[src/rtl/sobel_line_filter.sv]
// Streaming 3x3 Sobel stage: raster-order greyscale in, saturated |Gx|+|Gy| plus
// an edge flag out for every interior pixel, using two line buffers for the previous rows.
module sobel_line_filter #(
  parameter int BIT_PER_PIXEL = 8,
  parameter int IMG_WIDTH     = 16,
  parameter int IMG_HEIGHT    = 16,
  parameter int THRESHOLD     = 64
) (
  input  logic                     clk,
  input  logic                     n_rst,
  input  logic                     start,
  input  logic [BIT_PER_PIXEL-1:0] pix_in,
  input  logic                     pix_in_valid,
  output logic                     pix_in_ready,
  output logic [BIT_PER_PIXEL-1:0] edge_out,
  output logic                     edge_bit,
  output logic                     edge_valid,
  input  logic                     edge_ready,
  output logic                     busy,
  output logic                     frame_done
);

  localparam int CW = $clog2(IMG_WIDTH);
  localparam int RW = $clog2(IMG_HEIGHT);
  localparam int SW = BIT_PER_PIXEL + 3;
  localparam logic [SW-1:0] PIX_MAX = SW'((1 << BIT_PER_PIXEL) - 1);

  typedef enum logic [1:0] {IDLE, RUN, DONE} state_t;

  state_t                   state_reg, state_next;
  logic [CW-1:0]            col_reg, col_next;
  logic [RW-1:0]            row_reg, row_next;
  logic                     last_accepted_reg;
  logic                     accept, at_last_col, at_last_row, out_load;

  logic [BIT_PER_PIXEL-1:0] w_reg   [3][3];
  logic [BIT_PER_PIXEL-1:0] w_next  [3][3];
  logic [BIT_PER_PIXEL-1:0] new_col [3];
  logic [BIT_PER_PIXEL-1:0] lbuf0   [IMG_WIDTH];
  logic [BIT_PER_PIXEL-1:0] lbuf1   [IMG_WIDTH];
  logic [BIT_PER_PIXEL-1:0] lb0_rd_reg, lb1_rd_reg;

  logic [SW-1:0]            sum_r, sum_l, sum_b, sum_t, diff_x, diff_y, abs_x, abs_y, mag;
  logic [BIT_PER_PIXEL-1:0] edge_sat;
  logic [BIT_PER_PIXEL-1:0] edge_out_reg;
  logic                     edge_bit_reg, edge_valid_reg;

  // FSM: state register
  always_ff @(posedge clk or negedge n_rst) begin
    if (!n_rst) state_reg <= IDLE;
    else        state_reg <= state_next;
  end

  // FSM: next state
  always_comb begin
    state_next = state_reg;
    unique case (state_reg)
      IDLE:    if (start) state_next = RUN;
      RUN:     if (last_accepted_reg && !edge_valid_reg) state_next = DONE;
      DONE:    state_next = IDLE;
      default: state_next = IDLE;
    endcase
  end

  // FSM: outputs
  always_comb begin
    pix_in_ready = (state_reg == RUN) && !last_accepted_reg && (!edge_valid_reg || edge_ready);
    busy         = (state_reg != IDLE);
    frame_done   = (state_reg == DONE);
  end

  assign accept      = pix_in_valid && pix_in_ready;
  assign at_last_col = (col_reg == CW'(IMG_WIDTH - 1));
  assign at_last_row = (row_reg == RW'(IMG_HEIGHT - 1));
  assign out_load    = accept && (row_reg >= RW'(2)) && (col_reg >= CW'(2));

  always_comb begin
    col_next = col_reg;
    row_next = row_reg;
    if (accept) begin
      col_next = at_last_col ? '0 : col_reg + CW'(1);
      if (at_last_col) row_next = at_last_row ? '0 : row_reg + RW'(1);
    end
  end

  always_ff @(posedge clk or negedge n_rst) begin
    if (!n_rst) begin
      col_reg           <= '0;
      row_reg           <= '0;
      last_accepted_reg <= 1'b0;
    end else begin
      col_reg <= col_next;
      row_reg <= row_next;
      if (state_reg != RUN)                        last_accepted_reg <= 1'b0;
      else if (accept && at_last_col && at_last_row) last_accepted_reg <= 1'b1;
    end
  end

  // Reads are prefetched at the column the next accept will use; the write
  // address is always the current column, so the two never collide.
  always_ff @(posedge clk) begin
    if (accept) begin
      lbuf1[col_reg] <= lb0_rd_reg;
      lbuf0[col_reg] <= pix_in;
    end
    lb0_rd_reg <= lbuf0[col_next];
    lb1_rd_reg <= lbuf1[col_next];
  end

  assign new_col[0] = lb1_rd_reg;
  assign new_col[1] = lb0_rd_reg;
  assign new_col[2] = pix_in;

  generate
    for (genvar gi = 0; gi < 3; gi++) begin : g_win
      assign w_next[gi][0] = w_reg[gi][1];
      assign w_next[gi][1] = w_reg[gi][2];
      assign w_next[gi][2] = new_col[gi];
    end
  endgenerate

  always_ff @(posedge clk or negedge n_rst) begin
    if (!n_rst) begin
      for (int r = 0; r < 3; r++)
        for (int c = 0; c < 3; c++)
          w_reg[r][c] <= '0;
    end else if (accept) begin
      for (int r = 0; r < 3; r++)
        for (int c = 0; c < 3; c++)
          w_reg[r][c] <= w_next[r][c];
    end
  end

  // Gradient is taken on the window as it will look after this accept.
  always_comb begin
    sum_r  = SW'(w_next[0][2]) + (SW'(w_next[1][2]) << 1) + SW'(w_next[2][2]);
    sum_l  = SW'(w_next[0][0]) + (SW'(w_next[1][0]) << 1) + SW'(w_next[2][0]);
    sum_b  = SW'(w_next[2][0]) + (SW'(w_next[2][1]) << 1) + SW'(w_next[2][2]);
    sum_t  = SW'(w_next[0][0]) + (SW'(w_next[0][1]) << 1) + SW'(w_next[0][2]);
    diff_x = sum_r - sum_l;
    diff_y = sum_b - sum_t;
    abs_x  = diff_x[SW-1] ? (~diff_x + SW'(1)) : diff_x;
    abs_y  = diff_y[SW-1] ? (~diff_y + SW'(1)) : diff_y;
    mag    = abs_x + abs_y;
    edge_sat = (mag > PIX_MAX) ? '1 : mag[BIT_PER_PIXEL-1:0];
  end

  always_ff @(posedge clk or negedge n_rst) begin
    if (!n_rst) begin
      edge_out_reg   <= '0;
      edge_bit_reg   <= 1'b0;
      edge_valid_reg <= 1'b0;
    end else begin
      if (out_load) begin
        edge_out_reg <= edge_sat;
        edge_bit_reg <= (mag >= SW'(THRESHOLD));
      end
      if (out_load)        edge_valid_reg <= 1'b1;
      else if (edge_ready) edge_valid_reg <= 1'b0;
    end
  end

  assign edge_out   = edge_out_reg;
  assign edge_bit   = edge_bit_reg;
  assign edge_valid = edge_valid_reg;

endmodule
[config.mk]
export PLATFORM = sky130hd
export DESIGN_NAME = sobel_line_filter
export DESIGN_NICKNAME = d
export VERILOG_FILES = /design/src/rtl/sobel_line_filter.sv
export SDC_FILE = /design/constraint.sdc
export NUM_CORES = 1
export LEC_CHECK = 0
export ABC_AREA = 1
export CORE_UTILIZATION = 25
export CTS_CLUSTER_SIZE = 40
export DETAILED_ROUTE_END_ITERATION = 10
export MAX_ROUTING_LAYER = met4
export SYNTH_ARGS = -nofsm -noshare
export SYNTH_HDL_FRONTEND = slang
export SYNTH_SLANG_ARGS = --single-unit
[constraint.sdc]
create_clock -name clk -period 7.3 [get_ports clk]
set_input_delay 0.73 -clock clk [delete_from_list [all_inputs] [get_ports clk]]
set_output_delay 0.73 -clock clk [all_outputs]
set_load 0.03 [all_outputs]
==> results of run 1 <==
-- area by class of cell --
cell class | count | area [um^2] | share of cell area
Clock inverter | 20 | 249 | 0.0126
Sequential cell | 341 | 9730 | 0.493
Clock buffer | 49 | 1020 | 0.0517
Inverter | 339 | 1270 | 0.0645
Tap cell | 873 | 1090 | 0.0553
Timing Repair Buffer | 61 | 533 | 0.0270
Multi-Input combinational cell | 914 | 5850 | 0.296
-- through the flow --
step	hold slack (ps)	area, um^2
after floorplan	434	17100
after global routing	500	19800
after CTS	480	19800
after global placement	453	18500
after detailed placement	465	18500
final	478	19800
-- cells by family (layout without fill, tap and decap cells) --
logic type / Yosys count / after routing / synth area share
adder cells (fa/ha/maj): 105 / 105 / 0.104
XOR/XNOR: 25 / 25 / 0.0132
buffers and inverters: 402 / 469 / 0.0942
AO/OA/AOI/OAI: 340 / 340 / 0.102
flip-flops: 341 / 341 / 0.568
AND/OR/NAND/NOR: 444 / 444 / 0.117
-- cells in the final DEF, fill, tap and decap left out, types with 8 or more instances in the layout --
cell | netlist | final
o21ai_0 | 115 | 115
clkbuf_16 | 0 | 38
a21oi_1 | 150 | 150
buf_4 | 4 | 35
nand4_1 | 10 | 10
nand3_2 | 10 | 10
nor2_2 | 2 | 16
fa_1 | 63 | 63
clkdlybuf4s50_1 | 0 | 24
nor2_1 | 51 | 36
edfxtp_1 | 256 | 256
nand2_1 | 216 | 216
nand3_1 | 127 | 127
dfrtp_1 | 69 | 69
clkbuf_1 | 24 | 8
o21ai_1 | 62 | 62
xor2_1 | 18 | 18
inv_1 | 333 | 332
dfxtp_1 | 16 | 16
ha_1 | 42 | 42
-- worst min path at each step --
| stage | endpoint | cells past startpoint | from | slack (ps) |
|---|---|---|---|---|
| 6_report | w_next[40] | 2 | w_next[32] | 480 |
| 5_1_grt | w_next[12] | 2 | w_next[12] | 500 |
| 4_1_cts | w_next[40] | 2 | w_next[32] | 480 |
| 3_5_place_dp | w_next[40] | 2 | w_next[32] | 460 |
| 3_3_place_gp | w_next[40] | 2 | w_next[32] | 450 |
| 2_1_floorplan | col_reg[0] | 0 | n_rst | 430 |
-- critical path, delay by kind of cell --
| family | cells | cell delay (ps) |
|---|---|---|
| AND/OR/NAND/NOR | 9 | 1250 |
| XOR/XNOR | 2 | 320 |
| buffers and inverters | 9 | 1290 |
| adder cells (fa/ha/maj) | 5 | 2270 |
| AO/OA/AOI/OAI | 5 | 770 |
-- timing repair --
item / in CTS / in global routing
gates resized for setup: 0 / 0
endpoints found under the hold margin: 2 / 0
hold buffers: 1 / 0
-- per-layer routing --
| metal | vias to the layer above | wire length [um] |
|---|---|---|
| met1 | 5476 | 17900 |
| met3 | 70 | 1900 |
| met5 | - | 0 |
| met4 | 0 | 1050 |
| met2 | 220 | 19200 |
| li1 | 5525 | - |
==> out/metrics.yaml, run 1 <==
outcome:
  status: "finished, final reports clean"
grt:
  grt_pass1_vias: 11300
  use_met3: 0.0224
  grt.total_usage: 0.120
  grt_util_met2: 0.196
  grt_start_max_net_pins: 254
  grt_pass1_wl_um: 63400
  antenna_found_initial: 0
  grtUsageMet1: 0.149
  grt-busiest-layer: "met2"
  grt_overflow_total: 0
yosys:
  syn_nets: 1775
  synth_edf_count: 256
  ys_warn_count: 0
  ys_ff_latch: 341
  synth.avg_cell_area_um2: 10.3
  netlist_area_um2: 17100
  synthCells: 1657
  synth-async-reset-ratio: 0.202
  synth.most_common_cell: "inv_1"
  synth_flop_cell: "edfxtp_1"
  synth_area_leaders: "edfxtp_1, dfrtp_1, fa_1"
  seq_area_frac_synth: 0.568
  yosysUniqueCellTypes: 43
  netlist.top_cell.by_area: "edfxtp_1"
  synthTopCellsByCount: "inv_1, edfxtp_1, nand2_1"
  synth_top_area_frac: 0.449
detailed_routing:
  vias_per_cell: 4.35
  final_antenna_net_count: 0
  drt_pass1_iterations: 5
  drt_drc_violations_left: 0
  vias: 11300
  drtIter0Drc: 887
  drt-total-wl_um: 40100
  wl_per_cell_um: 15.4
critical_path:
  reg2reg_depth: 27
  slowest_stage: "clkdlybuf4s50_1"
  timing.rr.end: "edge_out[1]"
  crit_end: "edge_out[1]"
  worst_ep_required_time_ps: 7720
  critPathMaxFanout: 9
  worst-setup-path-type: "in2reg"
  crit_path_end_kind: "flip-flop"
  path_common_cell: "inv_1"
  slowest_delay_ps: 660
  cp-start-kind: "primary input"
  cp-startpoint: "pix_in[4]"
  rrSetupSlack_ps: 1300
  timing.rr.start: "lb0_rd_reg[4]"
  cp.arrival_ps: 6630
floorplan:
  dieWidth_um: 264
  die-area_um2: 69600
  num_io_pins: 26
  core_um2: 67500
  initial_core_util: 0.254
  die_h_um: 264
  fp-row-count: 95
finish:
  fin_util: 0.293
  drive_above_1_share: 0.0864
  area_growth_pct: 15.4
  final_nets: 1813
  fin_cells: 2597
  nFillCells: 6900
  diodes: 0
hold_path:
  hold_path.class: "reg2reg"
place:
  dp.cells: 2527
  preCtsSetupSlack_ps: 561
  hpwl_um: 24200
  gp_congestion: 0.810
  portBuffers: 25
timing:
  finalHoldViolations: 0
  relSlewSlack: 0.266
  finalSetupTns_ps: 0
  drv_slew: 0
  period_needed_ps: 6210
  finalWorstSetupSlack_ps: 1090
  grt_setup_unrepaired: "no"
  fmax_mhz: 161
  finalSetupViolations: 0
  fin_crit_sh: 0.851
  worstMarginPinSlew_ps: 1100
  finClkSkew_ps: 49.5
clock_tree:
  clk_latency_ps: 580
  clk_pin_slew_ps: 60
  cts_tree: "done"
  clk_root_buffer_cell: "clkbuf_16"
  cts_buffers: 38
  postCtsSetupBuffers: 0
  cts_buffer_depth: 3
  htreeDepth: 2
  clock_sinks: 341
job:
  max-cap-violations: 0
Power of run 1 is not shown: default switching activity piles up to over one toggle a cycle in this logic, so the estimate is an artifact.
==> inputs of run 2 (changes only) <==
Clock period 7.3 ns to 7.1 ns, I/O delays scaled along.
==> run 2 against run 1 <==
Net effect: first-iteration DRC count decreased by 7.3%; critical path depth unchanged; sequential share of layout area up 0.21 points; clock skew down 19 ps; cell area shrank 0.42%; global-route usage shrank 0.13 points; worst setup slack worse by 230 ps; critical endpoint is now edge_out[2]; highest routed layer unchanged.
==> out/metrics.yaml, run 2 (synthesis results as in run 1) <==
finish:
  drive_above_1_share: 0.0854  # -0.00101
  layout_common_cells: "inv_1, edfxtp_1, nand2_1"
  layout_commonest_cell: "inv_1"
  final_nets: 1810  # -0.17%
  nFillCells: 6881  # -0.28%
  area_growth_pct: 14.9
  diodes: 0  # unchanged
clock_tree:
  clk_root_buffer_cell: "clkbuf_16"
  clk_pin_slew_ps: 50  # about the same
  cts_tree: "done"
  cts_resized: 0  # unchanged
  clock_sinks: 341  # unchanged
  htreeDepth: 2  # unchanged
  clk_latency_ps: 560  # -20 ps
  ctsHoldBuffers: 0  # -1
  cts_buffer_depth: 3  # unchanged
  postCtsSetupBuffers: 0  # unchanged
  cts_buffers: 37  # -2.6%
floorplan:
  die-area_um2: 69600  # unchanged
  dieWidth_um: 264  # unchanged
  fp-row-count: 95  # unchanged
  core_um2: 67500  # unchanged
  die_h_um: 264  # unchanged
  initial_core_util: 0.254  # unchanged
  num_io_pins: 26  # unchanged
timing:
  finalHoldViolations: 0  # unchanged
  finalSetupViolations: 0  # unchanged
  relSlewSlack: 0.376  # +0.110
  grt_setup_unrepaired: "no"
  worstMarginPinSlew_ps: 936  # -165 ps
  finalSetupTns_ps: 0  # unchanged
  period_needed_ps: 6240
  fmax_mhz: 160
  finClkSkew_ps: 30.4  # -19.1 ps
  drv_slew: 0  # unchanged
  holdWs_ps: 272  # -207 ps
  fin_crit_sh: 0.879
hold_path:
  hold_path.class: "in2async"
grt:
  grt_overflow_total: 0  # unchanged
  grt_pass1_vias: 11100  # -2.0%
  grt.total_usage: 0.118  # -0.00127
  antenna_found_initial: 0  # unchanged
  grt_pass1_wl_um: 62400  # -1.5%
  grt_start_max_net_pins: 159  # -37%
critical_path:
  critPathMaxFanout: 9  # unchanged
  slowest_delay_ps: 680  # +20 ps
  crit_path_end_kind: "flip-flop"
  slowest_stage: "clkdlybuf4s50_1"
  cp.arrival_ps: 6660  # +30 ps
  path_common_cell: "inv_1"
  cp-start-kind: "primary input"
  worst_ep_required_time_ps: 7530  # -190 ps
  worst-setup-path-type: "in2reg"
detailed_routing:
  drtIter0Drc: 822  # -7.3%
  drt_pass1_iterations: 5  # unchanged
  vias_per_cell: 4.34  # about the same
  wl_per_cell_um: 15.3  # -1.0%
  drt-total-wl_um: 39600  # -1.2%
  vias: 11300  # -0.19%
  final_antenna_net_count: 0  # unchanged
  drt_drc_violations_left: 0  # unchanged
job:
  max-cap-violations: 0  # unchanged
place:
  gp_congestion: 0.801  # -1.1%
  portBuffers: 25  # unchanged
  hpwl_um: 24400  # +1.1%
outcome:
  status: "finished, final reports clean"
[run 2: through the flow]
stage	std cells	util	cell area, um^2	worst slack, ps
finish	2594	0.291	19700	862
global route	2594	0.291	19700	526
CTS	2594	0.291	19700	936
detailed placement	2526	0.274	18500	380
global placement	2526	0.274	18500	497
floorplan	1657	-	17100	1680
[run 2: routing by layer]
metal | vias to the layer above | global-route usage | part of all wire
met5 | - | - | 0
met4 | 0 | 0.0316 | 0.019
met3 | 45 | 0.0176 | 0.041
met2 | 200 | 0.203 | 0.50
met1 | 5497 | 0.145 | 0.44
li1 | 5527 | - | -
[run 2: layout make-up]
class	count	area (um^2)	area share
Sequential cell	341	9730	0.495
Multi-Input combinational cell	914	5850	0.297
Inverter	339	1270	0.0648
Tap cell	873	1090	0.0555
Clock buffer	46	980	0.0498
Timing Repair Buffer	59	528	0.0268
Clock inverter	22	214	0.0109
[run 2: worst paths after layout]
kind	slack, ps	cells after the start	endpoint	from
worst max-delay path	860	30	edge_out[2]	pix_in[4]
worst min-delay path	270	1	edge_out[5]	n_rst
worst max register to register	1130	27	edge_out[2]	lb0_rd_reg[4]
worst min register to register	480	2	w_next[37]	w_next[37]
max in group asynchronous	6190	1	w_next[61]	n_rst
min in group clk	480	2	w_next[37]	w_next[37]
[run 2: worst max-delay path, delay by kind of cell]
kind                     cells  cell delay [ps]
adder cells (fa/ha/maj)      5             2240
XOR/XNOR                     2              310
buffers and inverters        9             1280
AND/OR/NAND/NOR             10             1440
AO/OA/AOI/OAI                4              660
Power of run 2 is left out for the same reason.
==> inputs of run 3 (changes only) <==
Settings changed: CORE_UTILIZATION 25 to 60, PLACE_DENSITY from default to 0.77.
==> run 3 against run 2 <==
Net effect: global-route usage increased by 16 points; critical path type unchanged; wire length decreased by 6.9%; cell area decreased by 3.2%; flip-flop and latch count unchanged; critical path depth unchanged; hold slack improved by 50 ps.
==> out/metrics.yaml, run 3 (synthesis results as in run 1) <==
critical_path:
  timing.rr.start: "lb0_rd_reg[4]"
  cp-start-kind: "primary input"
  timing.rr.end: "edge_out[0]"
  cp.arrival_ps: 6520  # -140 ps
  crit_path_end_kind: "flip-flop"
  cp-startpoint: "pix_in[4]"
  slowest_stage: "fa_1"
  rrSetupSlack_ps: 1090  # -40 ps
  reg2reg_depth: 27  # unchanged
  worst_ep_required_time_ps: 7500  # -30 ps
  worst-setup-path-type: "in2reg"
  crit_end: "edge_out[0]"
  slowest_delay_ps: 580  # -100 ps
  critPathMaxFanout: 9  # unchanged
  path_common_cell: "inv_1"
clock_tree:
  cts_tree: "done"
  clk_latency_ps: 530  # -30 ps
  ctsHoldBuffers: 0  # unchanged
  clock_sinks: 341  # unchanged
  cts_buffers: 36  # -2.7%
  cts_buffer_depth: 3  # unchanged
  clk_root_buffer_cell: "clkbuf_16"
  htreeDepth: 2  # unchanged
  postCtsSetupBuffers: 0  # unchanged
  clk_pin_slew_ps: 50  # about the same
  cts_resized: 0  # unchanged
grt:
  grt_overflow_total: 0  # unchanged
  grtUsageMet1: 0.350  # +0.205
  grt_pass1_wl_um: 58800  # -5.8%
  antenna_found_initial: 0  # unchanged
  use_met3: 0.0375  # +0.0199
  grt_pass1_vias: 11200  # +0.79%
  grt_start_max_net_pins: 250  # +57%
  grt_util_met2: 0.454  # +0.251
  grt.total_usage: 0.274  # +0.155
  grt-busiest-layer: "met2"
place:
  dp.cells: 2028  # -20%
  gp_congestion: 0.886  # +11%
  hpwl_um: 22900  # -6.3%
  portBuffers: 25  # unchanged
detailed_routing:
  drtIter0Drc: 1072  # +30%
  drt_drc_violations_left: 0  # unchanged
  vias_per_cell: 5.45  # +26%
  drt_pass1_iterations: 5  # unchanged
  vias: 11400  # +1.3%
  drt-total-wl_um: 36900  # -6.9%
  final_antenna_net_count: 0  # unchanged
  wl_per_cell_um: 17.6  # +15%
outcome:
  status: "finished, final reports clean"
finish:
  final_nets: 1806  # -0.22%
  diodes: 0  # unchanged
  layout_commonest_cell: "inv_1"
  area_growth_pct: 11.3
  drive_above_1_share: 0.0839  # -0.00150
  layout_common_cells: "inv_1, edfxtp_1, nand2_1"
  fin_cells: 2094  # -19%
timing:
  finClkSkew_ps: 23.5  # -6.91 ps
  finalSetupViolations: 0  # unchanged
  grt_setup_unrepaired: "no"
  fmax_mhz: 163  # +1.9%
  worstMarginPinSlew_ps: 1220  # +280 ps
  period_needed_ps: 6120  # -117 ps
  relSlewSlack: 0.188  # -0.188
  finalSetupTns_ps: 0  # unchanged
  drv_slew: 0  # unchanged
  finalHoldViolations: 0  # unchanged
  fin_crit_sh: 0.862  # -0.0164
floorplan:
  num_io_pins: 26  # unchanged
  fp-row-count: 61  # -36%
  initial_core_util: 0.613  # +0.359
  die-area_um2: 29200  # -58%
  dieWidth_um: 171  # -35%
  die_h_um: 171  # -35%
  core_um2: 27900  # -59%
job:
  max-cap-violations: 0  # unchanged
hold_path:
  hold_path.class: "in2async"
[run 3: cell types whose count changed in the layout (fill, tap and decap cells not counted), sizes merged]
cell	before	now
clkinv	17	11
clkbuf	46	50
buf	35	32
bufinv	2	4
clkinvlp	2	1
inv	340	339
[run 3: cell type report]
class,count,area [um^2]
clock buffers,50,1010
multi-input cells,914,5850
well taps,378,473
inverters,339,1270
flip-flops and latches,341,9730
fillers,2059,8880
repair buffers,56,493
clock inverters,16,218
[run 3: worst min path at each step]
| stage | startpoint | end | slack [ps] | depth (start not counted) |
|---|---|---|---|---|
| 6_report | n_rst | w_next[40] | 320 | 1 |
| 5_1_grt | n_rst | w_next[40] | 400 | 1 |
| 4_1_cts | n_rst | w_next[40] | 360 | 1 |
| 3_5_place_dp | w_next[39] | w_next[47] | 470 | 2 |
| 3_3_place_gp | w_next[32] | w_next[40] | 460 | 2 |
| 2_1_floorplan | n_rst | col_reg[0] | 410 | 0 |
[run 3: per-layer routing]
layer  wire (um)  vias up
met3        2380       84
met5           0        -
met2       18200      374
met1       15200     5444
met4        1110        0
li1            -     5519
[run 3: worst max-delay path: cells and delay by family]
family                   cells  cell delay (ps)
AND/OR/NAND/NOR              9             1310
XOR/XNOR                     2              310
AO/OA/AOI/OAI                5              740
buffers and inverters        9             1170
adder cells (fa/ha/maj)      5             2270
[run 3: through the flow]
step	hold WS [ps]	worst slack, ps	utilization	instance area [um^2]
final	321	978	0.682	19100
after global routing	395	476	0.682	19100
after CTS	357	1020	0.682	19100
after detailed placement	469	486	0.638	17800
after global placement	457	660	0.638	17800
after floorplan	414	1680	-	17100
Power of run 3 is left out for the same reason.
